File: config.mk
export PLATFORM = sky130hd
export DESIGN_NAME = regfile_arbiter
export DESIGN_NICKNAME = d
export VERILOG_FILES = /design/src/rtl/regfile_arbiter.sv
export SDC_FILE = /design/constraint.sdc
export NUM_CORES = 1
export LEC_CHECK = 0
export CORE_MARGIN = 2
export CORE_UTILIZATION = 45
export CTS_BUF_LIST = sky130_fd_sc_hd__clkbuf_8
export DETAILED_ROUTE_END_ITERATION = 7
export HOLD_SLACK_MARGIN = 0.12
export PLACE_DENSITY = 0.6
export SLEW_MARGIN = 20
export SYNTH_ARGS = -nofsm -noshare
export SYNTH_HDL_FRONTEND = slang
export SYNTH_SLANG_ARGS = --single-unit
export TNS_END_PERCENT = 10
File: constraint.sdc
create_clock -name clk -period 17.99 [get_ports clk]
set_input_delay 1.799 -clock clk [delete_from_list [all_inputs] [get_ports clk]]
set_output_delay 1.799 -clock clk [all_outputs]
set_load 0.02 [all_outputs]
File: src/rtl/regfile_arbiter.sv
// Round-robin sequencer granting NREQ requesters single-word access to a shared 2^ADDR_W x DATA_W register array.
// Optional MEM_ARB_LOCK_EN adds a per-requester lock input that lets the current winner keep the array.
module regfile_arbiter #(
  parameter int NREQ   = 4,
  parameter int ADDR_W = 5,
  parameter int DATA_W = 8
) (
  input  logic                     clk,
  input  logic                     rst,
  input  logic [NREQ-1:0]          req,
  input  logic [NREQ-1:0]          we,
  input  logic [NREQ*ADDR_W-1:0]   addr,
  input  logic [NREQ*DATA_W-1:0]   wdata,
`ifdef MEM_ARB_LOCK_EN
  input  logic [NREQ-1:0]          lock,
`endif
  output logic [NREQ-1:0]          gnt,
  output logic [NREQ-1:0]          ack,
  output logic [DATA_W-1:0]        rdata,
  output logic                     busy
);

  localparam int IDX_W = $clog2(NREQ);
  localparam int DEPTH = 1 << ADDR_W;

  typedef enum logic [1:0] {IDLE, ACCESS, RESP} state_t;

  state_t             state_q, state_d;
  logic [IDX_W-1:0]   last_q, last_d;
  logic [IDX_W-1:0]   win_q, win_d;
  logic               we_q, we_d;
  logic [ADDR_W-1:0]  addr_q, addr_d;
  logic [DATA_W-1:0]  wdata_q, wdata_d;
  logic [NREQ-1:0]    gnt_q, gnt_d;
  logic [NREQ-1:0]    ack_q, ack_d;
  logic [DATA_W-1:0]  rdata_q, rdata_d;
  logic               lockHold_q, lockHold_d;
  logic [DATA_W-1:0]  mem_q [DEPTH];
  logic               memWr;

  logic [IDX_W-1:0]   pick;
  logic               pickValid;
  logic [IDX_W:0]     rrIdx;

  logic [ADDR_W-1:0]  addrArr  [NREQ];
  logic [DATA_W-1:0]  wdataArr [NREQ];

  for (genvar g = 0; g < NREQ; g++) begin : g_unpack
    assign addrArr[g]  = addr[g*ADDR_W +: ADDR_W];
    assign wdataArr[g] = wdata[g*DATA_W +: DATA_W];
  end

  // Descending scan so the requester closest after last is the final (winning) assignment.
  always_comb begin
    pick      = last_q;
    pickValid = 1'b0;
    rrIdx     = '0;
    for (int i = NREQ; i >= 1; i--) begin
      rrIdx = {1'b0, last_q} + (IDX_W+1)'(i);
      if (rrIdx >= (IDX_W+1)'(NREQ)) rrIdx = rrIdx - (IDX_W+1)'(NREQ);
      if (req[rrIdx[IDX_W-1:0]]) begin
        pick      = rrIdx[IDX_W-1:0];
        pickValid = 1'b1;
      end
    end
`ifdef MEM_ARB_LOCK_EN
    if (lockHold_q && req[win_q]) begin
      pick      = win_q;
      pickValid = 1'b1;
    end
`endif
  end

  always_comb begin
    state_d    = state_q;
    last_d     = last_q;
    win_d      = win_q;
    we_d       = we_q;
    addr_d     = addr_q;
    wdata_d    = wdata_q;
    gnt_d      = '0;
    ack_d      = '0;
    rdata_d    = rdata_q;
    lockHold_d = 1'b0;
    memWr      = 1'b0;
    unique case (state_q)
      IDLE: begin
        if (pickValid) begin
          state_d     = ACCESS;
          win_d       = pick;
          we_d        = we[pick];
          addr_d      = addrArr[pick];
          wdata_d     = wdataArr[pick];
          gnt_d[pick] = 1'b1;
        end
      end
      ACCESS: begin
        state_d      = RESP;
        ack_d[win_q] = 1'b1;
        if (we_q) memWr = 1'b1;
        else      rdata_d = mem_q[addr_q];
      end
      RESP: begin
        state_d = IDLE;
        // Re-recording the same winner keeps rotation anchored during a lock chain.
        last_d  = win_q;
`ifdef MEM_ARB_LOCK_EN
        lockHold_d = lock[win_q];
`endif
      end
      default: state_d = IDLE;
    endcase
  end

  always_ff @(posedge clk or posedge rst) begin
    if (rst) begin
      state_q    <= IDLE;
      last_q     <= IDX_W'(NREQ-1);
      win_q      <= '0;
      we_q       <= 1'b0;
      addr_q     <= '0;
      wdata_q    <= '0;
      gnt_q      <= '0;
      ack_q      <= '0;
      rdata_q    <= '0;
      lockHold_q <= 1'b0;
    end else begin
      state_q    <= state_d;
      last_q     <= last_d;
      win_q      <= win_d;
      we_q       <= we_d;
      addr_q     <= addr_d;
      wdata_q    <= wdata_d;
      gnt_q      <= gnt_d;
      ack_q      <= ack_d;
      rdata_q    <= rdata_d;
      lockHold_q <= lockHold_d;
    end
  end

  always_ff @(posedge clk or posedge rst) begin
    if (rst) begin
      for (int i = 0; i < DEPTH; i++) mem_q[i] <= '0;
    end else if (memWr) begin
      mem_q[addr_q] <= wdata_q;
    end
  end

  assign gnt   = gnt_q;
  assign ack   = ack_q;
  assign rdata = rdata_q;
  assign busy  = (state_q != IDLE);

endmodule

After elaboration in Yosys (flattened, before gate mapping)
Index checks and enable logic that the tools add are counted.
{"block": "word_totals", "reg_bits": 292, "latchBits": 0, "mem_bits_rw": 0, "romBits": 0, "output_inout_bits": 17, "n_memories": 0}
{"block": "op_classes", "n_addsub": 8, "multipliers": 0, "div_mod_pow": 0, "n_lt_le_gt_ge": 15, "n_eq_ne": 3, "n_shift": 0, "muxes": 45, "bitwise_logic": 3, "n_reduce_logical": 7}
{"op": "bitwise mux 256 bit", "count": 1}
{"op": "binary-select mux 8 bit (select 5 bit)", "count": 1}
{"op": "demux 8 bit (select 5 bit)", "count": 1}
{"op": "two-way mux 8 bit", "count": 5}
{"op": "< comparator 2 x 3 -> 1 bit (second input constant)", "count": 6}
{"op": "two-way mux 2 bit", "count": 9}
{"op": "binary-select mux 8 bit (select 2 bit)", "count": 1}
{"op": ">= comparator 3 bit (second input constant)", "count": 5}
{"op": "two-way mux 1 bit", "count": 13}
{"op": "two-way mux 4 bit", "count": 3}
{"op": "binary-select mux 1 bit (select 2 bit)", "count": 5}
{"op": "binary-select mux 5 bit (select 2 bit)", "count": 1}
{"op": "two-way mux 5 bit", "count": 2}
{"op": "subtractor 2 x 1 -> 2 bit (second input constant)", "count": 4}
{"op": "adder 2 x 2 -> 3 bit (second input constant)", "count": 2}
{"op": ">= comparator 6 bit (second input constant)", "count": 1}
{"op": "< comparator 6 x 1 -> 1 bit (second input constant)", "count": 1}
{"op": "NOT 5 -> 6 bit", "count": 1}
{"op": "demux 1 bit (select 2 bit)", "count": 2}
{"op": ">= comparator 2 x 1 -> 1 bit (second input constant)", "count": 2}
{"op": "one-hot mux 2 bit (2 select lines)", "count": 1}
{"op": "AND reduction 2 bit", "count": 2}
{"op": "adder 2 x 1 -> 3 bit (second input constant)", "count": 1}
{"op": "adder 2 x 3 -> 3 bit (second input constant)", "count": 1}
{"op": "other kinds (8)", "count": 10}

Logic depth before layout (Yosys ltp)
Gate-level depths: netlist (run 1).
{"block": "logic_depth", "word_depth": 15, "mapped_depth": 9, "mapped_depth_nobuf": 6}

Worst setup path after synthesis (run 1)
Ideal clock, no wire load.
{"block": "synth_timing", "path_kind": "input-to-reg", "from": "input req[1]", "to": "register addr_q[4]", "setup_ns": 0.131, "arrival_time_ns": 3.015, "required_time_ns": 17.859, "setup_slack_ns": 14.843, "cell_stages": 8, "n_path_buf": 3, "path_cell_list": "nor4_1 -> or2_1 -> clkbuf_1 -> inv_2 -> nand2b_1 -> clkbuf_1 -> buf_2 -> o211ai_1"}
{"block": "synth_via", "elab_chain_len": 10, "word_cells_on_any_way": 21, "cone_classes": "mux: 19; bitwise: 1; reduce/logical: 1"}
{"element": "from (decl)", "line_no": "10", "text": "input logic [NREQ-1:0] req,"}
{"element": "binary-select mux 1 bit (select 2 bit)", "line_no": "61", "text": "if (req[rrIdx[IDX_W-1:0]]) begin"}
{"element": "two-way mux 1 bit (not written as such)", "line_no": "61"}
{"element": "two-way mux 2 bit (4 in a row)", "line_no": "61"}
{"element": "NOT 2 -> 3 bit (not written as such)", "line_no": "92", "text": "addr_d = addrArr[pick];"}
{"element": "binary-select mux 5 bit (select 2 bit)", "line_no": "92"}
{"element": "two-way mux 5 bit (not written as such) (2 in a row)", "line_no": "92"}
{"element": "to (signal assigned)", "line_no": "132", "text": "addr_q <= addr_d;"}
{"element": "to (decl)", "line_no": "32", "text": "logic [ADDR_W-1:0] addr_q, addr_d;"}
Parallel ways exist; a longest one is shown, timed or not. The select of a mux whose other input is x is not followed.
A chain may end at the register's enable or synchronous reset.

Worst setup path in the final report (run 1)
{"block": "layout_timing", "from": "input req[1]", "to": "register addr_q[3]"}
The elaborated chain is that of the path after synthesis.

==> summary.txt, run 1 <==
Status: complete, no violations
Final Hold Vio Count: 0
Met2 usage: 36.9%
Rel. slew slack: 35.0%
Synth area leaders: dfrtp_1 (52%), mux2_2 (22%), mux4_2 (7.2%)
Max Slew Vio Count: 0
Critical Path Sink Type: register
Post-synth EDFFs: 0
CP max FO: 35
Via density per instance: 5.69
Commonest non-fill, non-tap cell in the layout: dfrtp_1
Critical Path Start: req[1]
Die extent in x: 179 um
# resized after CTS: 0
FILL cells: 2,655
Hold buffer count at CTS: 0
VDD IR max: 0.0773 mV
Flops & latches, synth: 292
Clock Latency Late Sink: 590 ps
DRC: 0
HPWL Detailed: 21.8 mm
GP Congestion: 0.831
Max-cap viol count: 0
CTS H-tree lvls: 2
Share of layout cells above drive strength 1: 40.7%
Hold_sp: mem_q[14]
Combinational power share: 35.8%
CTS tree: built
GRT Max-Usage Layer: met2
Grt met3 use: 3.37%
Initial antenna violation count: 0
Power share of the clock group: 23.1%
Post-synth ARST share: 100%
Routed wire length per instance: 23.6 um
Cell leakage power: 7.26 nW
Setup TNS: 0 ps
Final ANT Viol Nets: 0
1st-iter DRT viols: 571
Internal: 1.58 mW
Most frequent cells in the layout: dfrtp_1 (285), mux2_2 (266), clkdlybuf4s50_1 (78)
Max Freq: 255 MHz
Die Span Y: 179 um
Row Count: 64
Final WL: 35.3 mm
PortBufs: 78
Minimum clock period: 3920 ps
Post-Syn Area: 13,800 um2
N_diodes: 0
Final-stage net count: 1,122
RSZ-0062 raised after global routing: no
GRT Util Overall: 23.0%
Data required, critical path: 18,410 ps
Total CTS buffers: 50
Worst-case clock buffer depth: 3
Top cell type's share of synthesized area: 52.5%
Initial DRT Pass Iterations: 5
Power, Total: 2.51 mW
Sw power: 0.921 mW
Vias in the first global route: 8,851
Non-Filler Instances: 1,493
Sw frac: 36.8%
Worst reg2reg startpoint: addr_q[0]
Final setup viols: 0
Critical Path Start Type: input port
Clock sink count: 292
Ports: 79
Period utilization: 21.8%
Root buffer cell: clkbuf_8
Synth warn: 0
Fin area: 15,900 um2
DP Area: 14,900 um2
First-pass GRT wire length: 54.9 mm
Slew @ Worst Pin: 975 ps
Met1 Use GR: 32.7%
Seq pwr share: 41.1%
Prevailing post-synth register cell: dfrtp_1
CP arrival: 4350 ps
Largest net degree at the start of global routing: 180
Dpl cells: 1,404
Synth unique cells: 55
Via count: 8,502
P per Cell Area: 158 nW/um2
Synthesis-to-layout area growth: 14.9%
Cell count after synthesis: 987
Initial Util: 45.4%
Worst-path clk slew: 60 ps
Die Area: 32,100 um2
Core ar.: 30,400 um2
CP Class: in -> reg
Hold Path Class: reg -> reg
Seq/Total Area, Yosys: 52.9%
Cell taking the most area after synthesis: dfrtp_1
Net count after synthesis: 1,049
Mean post-synth cell area: 14.0 um2
Clock Skew: 32.8 ps
Total grt overflow: 0
Post-CTS Setup Bufs: 0
## sequential cells by signal, summed over array words and instances (netlist names)
| signal | cells |
|---|---|
| mem_q | 256 |
| ack | 4 |
| we_q | 1 |
| gnt | 4 |
| rdata | 8 |
| win_q | 2 |
| last_q | 2 |
| state_q | 2 |
| wdata_q | 8 |
| addr_q | 5 |
## per-stage QoR
stage / worst slack (ps) / util (%) / hold slack [ps]
finish: 14070 / 52.2 / 499
global placement: 13530 / 49.0 / 482
CTS: 14120 / 52.2 / 501
global route: 13810 / 52.2 / 505
floorplan: 8130 / - / 463
detailed placement: 13510 / 49.0 / 488
## path summary, 6_finish.rpt
| path | end | slack, ps | cells past startpoint |
|---|---|---|---|
| hold / removal | mem_q[14] | 500 | 1 |
| setup reg to reg | rdata[4] | 14570 | 6 |
| hold reg to reg | mem_q[14] | 500 | 1 |
| max in group asynchronous | mem_q[111] | 14810 | 3 |
| setup / recovery | addr_q[3] | 14070 | 6 |
| min in group asynchronous | mem_q[22] | 1770 | 2 |
## power groups by stage
stage | combinational, mW | sequential (mW) | clock [mW]
after floorplan | 0.674 | 0.970 | 0
after global placement | 0.891 | 1.04 | 0
after detailed placement | 0.903 | 1.04 | 0
after CTS | 0.906 | 1.03 | 0.596
after global routing | 0.968 | 1.06 | 0.629
final | 0.897 | 1.03 | 0.580
## critical path, stage by stage
cell	delay, ps
clkdlybuf4s50_1	460
nor4_1	280
or2_1	510
inv_2	400
nand2b_1	660
o221ai_1	230
## layout make-up
type	count	area (um2)	area share, %
clock buffers	63	867	5.46
well taps	396	495	3.12
repair buffers	92	898	5.65
inverters	6	32.5	0.205
clock inverters	26	109	0.685
flip-flops and latches	292	7320	46.1
multi-input cells	618	6170	38.8
## layer usage
layer,routed length (um),part of all wire [%],vias to the layer above
li1,-,-,3796
met1,16100,46,4478
met2,17100,48,176
met3,1390,3.9,52
met4,711,2.0,0
met5,0,0,-
## kinds of logic (layout without fill, tap and decap cells)
family	Yosys count	in the layout	share of synthesized area (%)
buf+inv	77	187	2.62
flops	292	292	52.9
compound gates	67	67	3.49
simple gates	176	176	7.19
mux	375	375	33.8
## cells in the mapped netlist (all sizes together), types with 4 or more instances
cell type and count:
a21oi 4, a22oi 6, a31oi 6, buf 33, clkbuf 38, dfrtp 290
inv 5, mux2 274, mux2i 57, mux4 44, nand2 35, nand2b 12
nand3 34, nand3b 4, nor2 43, nor3 29, o211ai 18, o21ai 6
o22ai 5, or2 5
(Power assumes the default switching activity.)
==> run 2: changes to the inputs <==
Settings changed: PLACE_DENSITY 0.6 to 0.62.
Clock period 17.99 ns to 3.2 ns, I/O delays scaled along.
==> summary.txt, run 2 (synthesis results as in run 1) <==
Status: complete, no violations (unchanged)
Clock Skew: 24.4 ps (was 32.8 ps)
Via density per instance: 5.79 (was 5.69)
Critical Path Sink Type: register (unchanged)
CTS tree: built (unchanged)
# resized after CTS: 0 (unchanged)
Data required, critical path: 3640 ps (was 18,410 ps)
Initial DRT Pass Iterations: 5 (unchanged)
GRT Util Overall: 23.3% (was 23.0%)
Final WL: 35.8 mm (was 35.3 mm)
Clock Latency Late Sink: 580 ps (was 590 ps)
Core ar.: 30,400 um2 (unchanged)
Row Count: 64 (unchanged)
R2r setup slk: 750 ps (was 14,570 ps)
Flip-flop and latch area: 7320 um2 (about the same)
Ports: 79 (unchanged)
Setup TNS: 0 ps (unchanged)
Hold Path Class: in -> async (was reg -> reg)
Max-cap viol count: 0 (unchanged)
Die Area: 32,100 um2 (unchanged)
Internal: 9.18 mW (was 1.58 mW)
FILL cells: 2,649 (was 2,655)
Post-place setup slack: 732 ps (was 13,510 ps)
Final Hold Vio Count: 0 (unchanged)
Slew @ Worst Pin: 782 ps (was 975 ps)
Post-CTS Setup Bufs: 0 (unchanged)
Die Span Y: 179 um (unchanged)
CTS H-tree lvls: 2 (unchanged)
Via count: 8,756 (was 8,502)
Die extent in x: 179 um (unchanged)
Share of layout cells above drive strength 1: 42.7% (was 40.7%)
P per Cell Area: 894 nW/um2 (was 158 nW/um2)
VDD IR max: 0.452 mV (was 0.0773 mV)
Commonest non-fill, non-tap cell in the layout: dfrtp_1 (unchanged)
Critical Path Start Type: register (was input port)
HPWL Detailed: 23.9 mm (was 21.8 mm)
Critical R2R Capture: rdata[4] (unchanged)
CP Class: reg -> reg (was in -> reg)
PortBufs: 78 (unchanged)
Power share of the clock group: 23.4% (was 23.1%)
Largest net degree at the start of global routing: 73 (was 180)
Fin Hold WS: 200 ps (was 499 ps)
Initial Util: 45.4% (unchanged)
CP max FO: 27 (was 35)
Non-Filler Instances: 1,512 (was 1,493)
Max Slew Vio Count: 0 (unchanged)
Worst-path clk slew: 60 ps (about the same)
Final-stage net count: 1,144 (was 1,122)
Synthesis-to-layout area growth: 17.0% (was 14.9%)
R2r worst-path depth: 6 (unchanged)
Initial antenna violation count: 0 (unchanged)
Routed wire length per instance: 23.7 um (was 23.6 um)
Worst-case clock buffer depth: 3 (unchanged)
Final ANT Viol Nets: 0 (unchanged)
Clock sink count: 292 (unchanged)
CP arrival: 2890 ps (was 4350 ps)
Hold buffer count at CTS: 0 (unchanged)
Final setup viols: 0 (unchanged)
Minimum clock period: 2450 ps
Sw frac: 36.5% (was 36.8%)
First-pass GRT wire length: 55.8 mm (was 54.9 mm)
Period utilization: 76.6%
DRC: 0 (unchanged)
Cell leakage power: 7.39 nW (was 7.26 nW)
Max Freq: 408 MHz
GP Congestion: 0.905 (was 0.831)
Combinational power share: 36.8% (was 35.8%)
Total CTS buffers: 49 (was 50)
N_diodes: 0 (unchanged)
Vias in the first global route: 9,154 (was 8,851)
Final worst setup slack: 748 ps (was 14,070 ps)
Sw power: 5.28 mW (was 0.921 mW)
Largest register FFs: 256 (unchanged)
Total grt overflow: 0 (unchanged)
Seq pwr share: 39.8% (was 41.1%)
Worst reg2reg startpoint: addr_q[0] (unchanged)
Most flop-heavy register: mem_q (unchanged)
1st-iter DRT viols: 515 (was 571)
Multi-input logic area: 6170 um2 (unchanged)
Rel. slew slack: 47.9% (was 35.0%)
Most frequent cells in the layout: dfrtp_1 (286), mux2_2 (266), clkdlybuf4s50_1 (78) (was dfrtp_1 (285), mux2_2 (266), clkdlybuf4s50_1 (78))
Root buffer cell: clkbuf_8 (unchanged)
RSZ-0062 raised after global routing: no (unchanged)
Dpl cells: 1,427 (was 1,404)
run 2: how the worst max path moves through the flow:
stage | start | to | slack [ps] | cells after the start
after detailed placement | addr_q[0] | rdata[4] | 730 | 6
after global routing | addr_q[0] | rdata[4] | 640 | 6
final | addr_q[0] | rdata[4] | 750 | 6
after CTS | addr_q[0] | rdata[4] | 740 | 6
after floorplan | rst | ack[0] | -990 | 1
after global placement | addr_q[0] | rdata[4] | 780 | 6
run 2: per-layer routing:
layer  vias to the layer above  GRT usage, %  part of all wire, %
met5                         -             0                    0
met4                         0          8.94                  3.6
met3                        80          3.58                  4.1
met2                       196          36.1                   47
met1                      4650          33.1                   46
li1                       3830             -                    -
run 2: through the flow:
stage	instance area (um2)	util [%]	total power, mW
after floorplan	13800	-	9.24
after global placement	15200	49.9	11.0
after detailed placement	15200	49.9	11.1
after CTS	16200	53.2	14.5
after global routing	16200	53.2	15.2
final	16200	53.2	14.5
run 2: power groups by stage:
| stage | clock network, mW | logic, mW | registers (mW) |
|---|---|---|---|
| 3_5_place_dp | 0 | 5.33 | 5.81 |
| 2_1_floorplan | 0 | 3.79 | 5.45 |
| 3_3_place_gp | 0 | 5.24 | 5.78 |
| 6_report | 3.39 | 5.31 | 5.76 |
| 5_1_grt | 3.63 | 5.70 | 5.90 |
| 4_1_cts | 3.45 | 5.34 | 5.76 |
run 2: area by class of cell:
type	count	share of cell area, %
Timing Repair Buffer	115	7.16
Sequential cell	292	45.2
Clock buffer	64	5.44
Tap cell	396	3.06
Multi-Input combinational cell	618	38.1
Clock inverter	21	0.789
Inverter	6	0.178
run 2: worst max-delay path, stage by stage (launching register included):
cell      delay [ps]
dfrtp_4          560
buf_4            500
mux4_2           580
mux2i_1          210
nor2_1            80
a221oi_1         240
a31oi_1          120
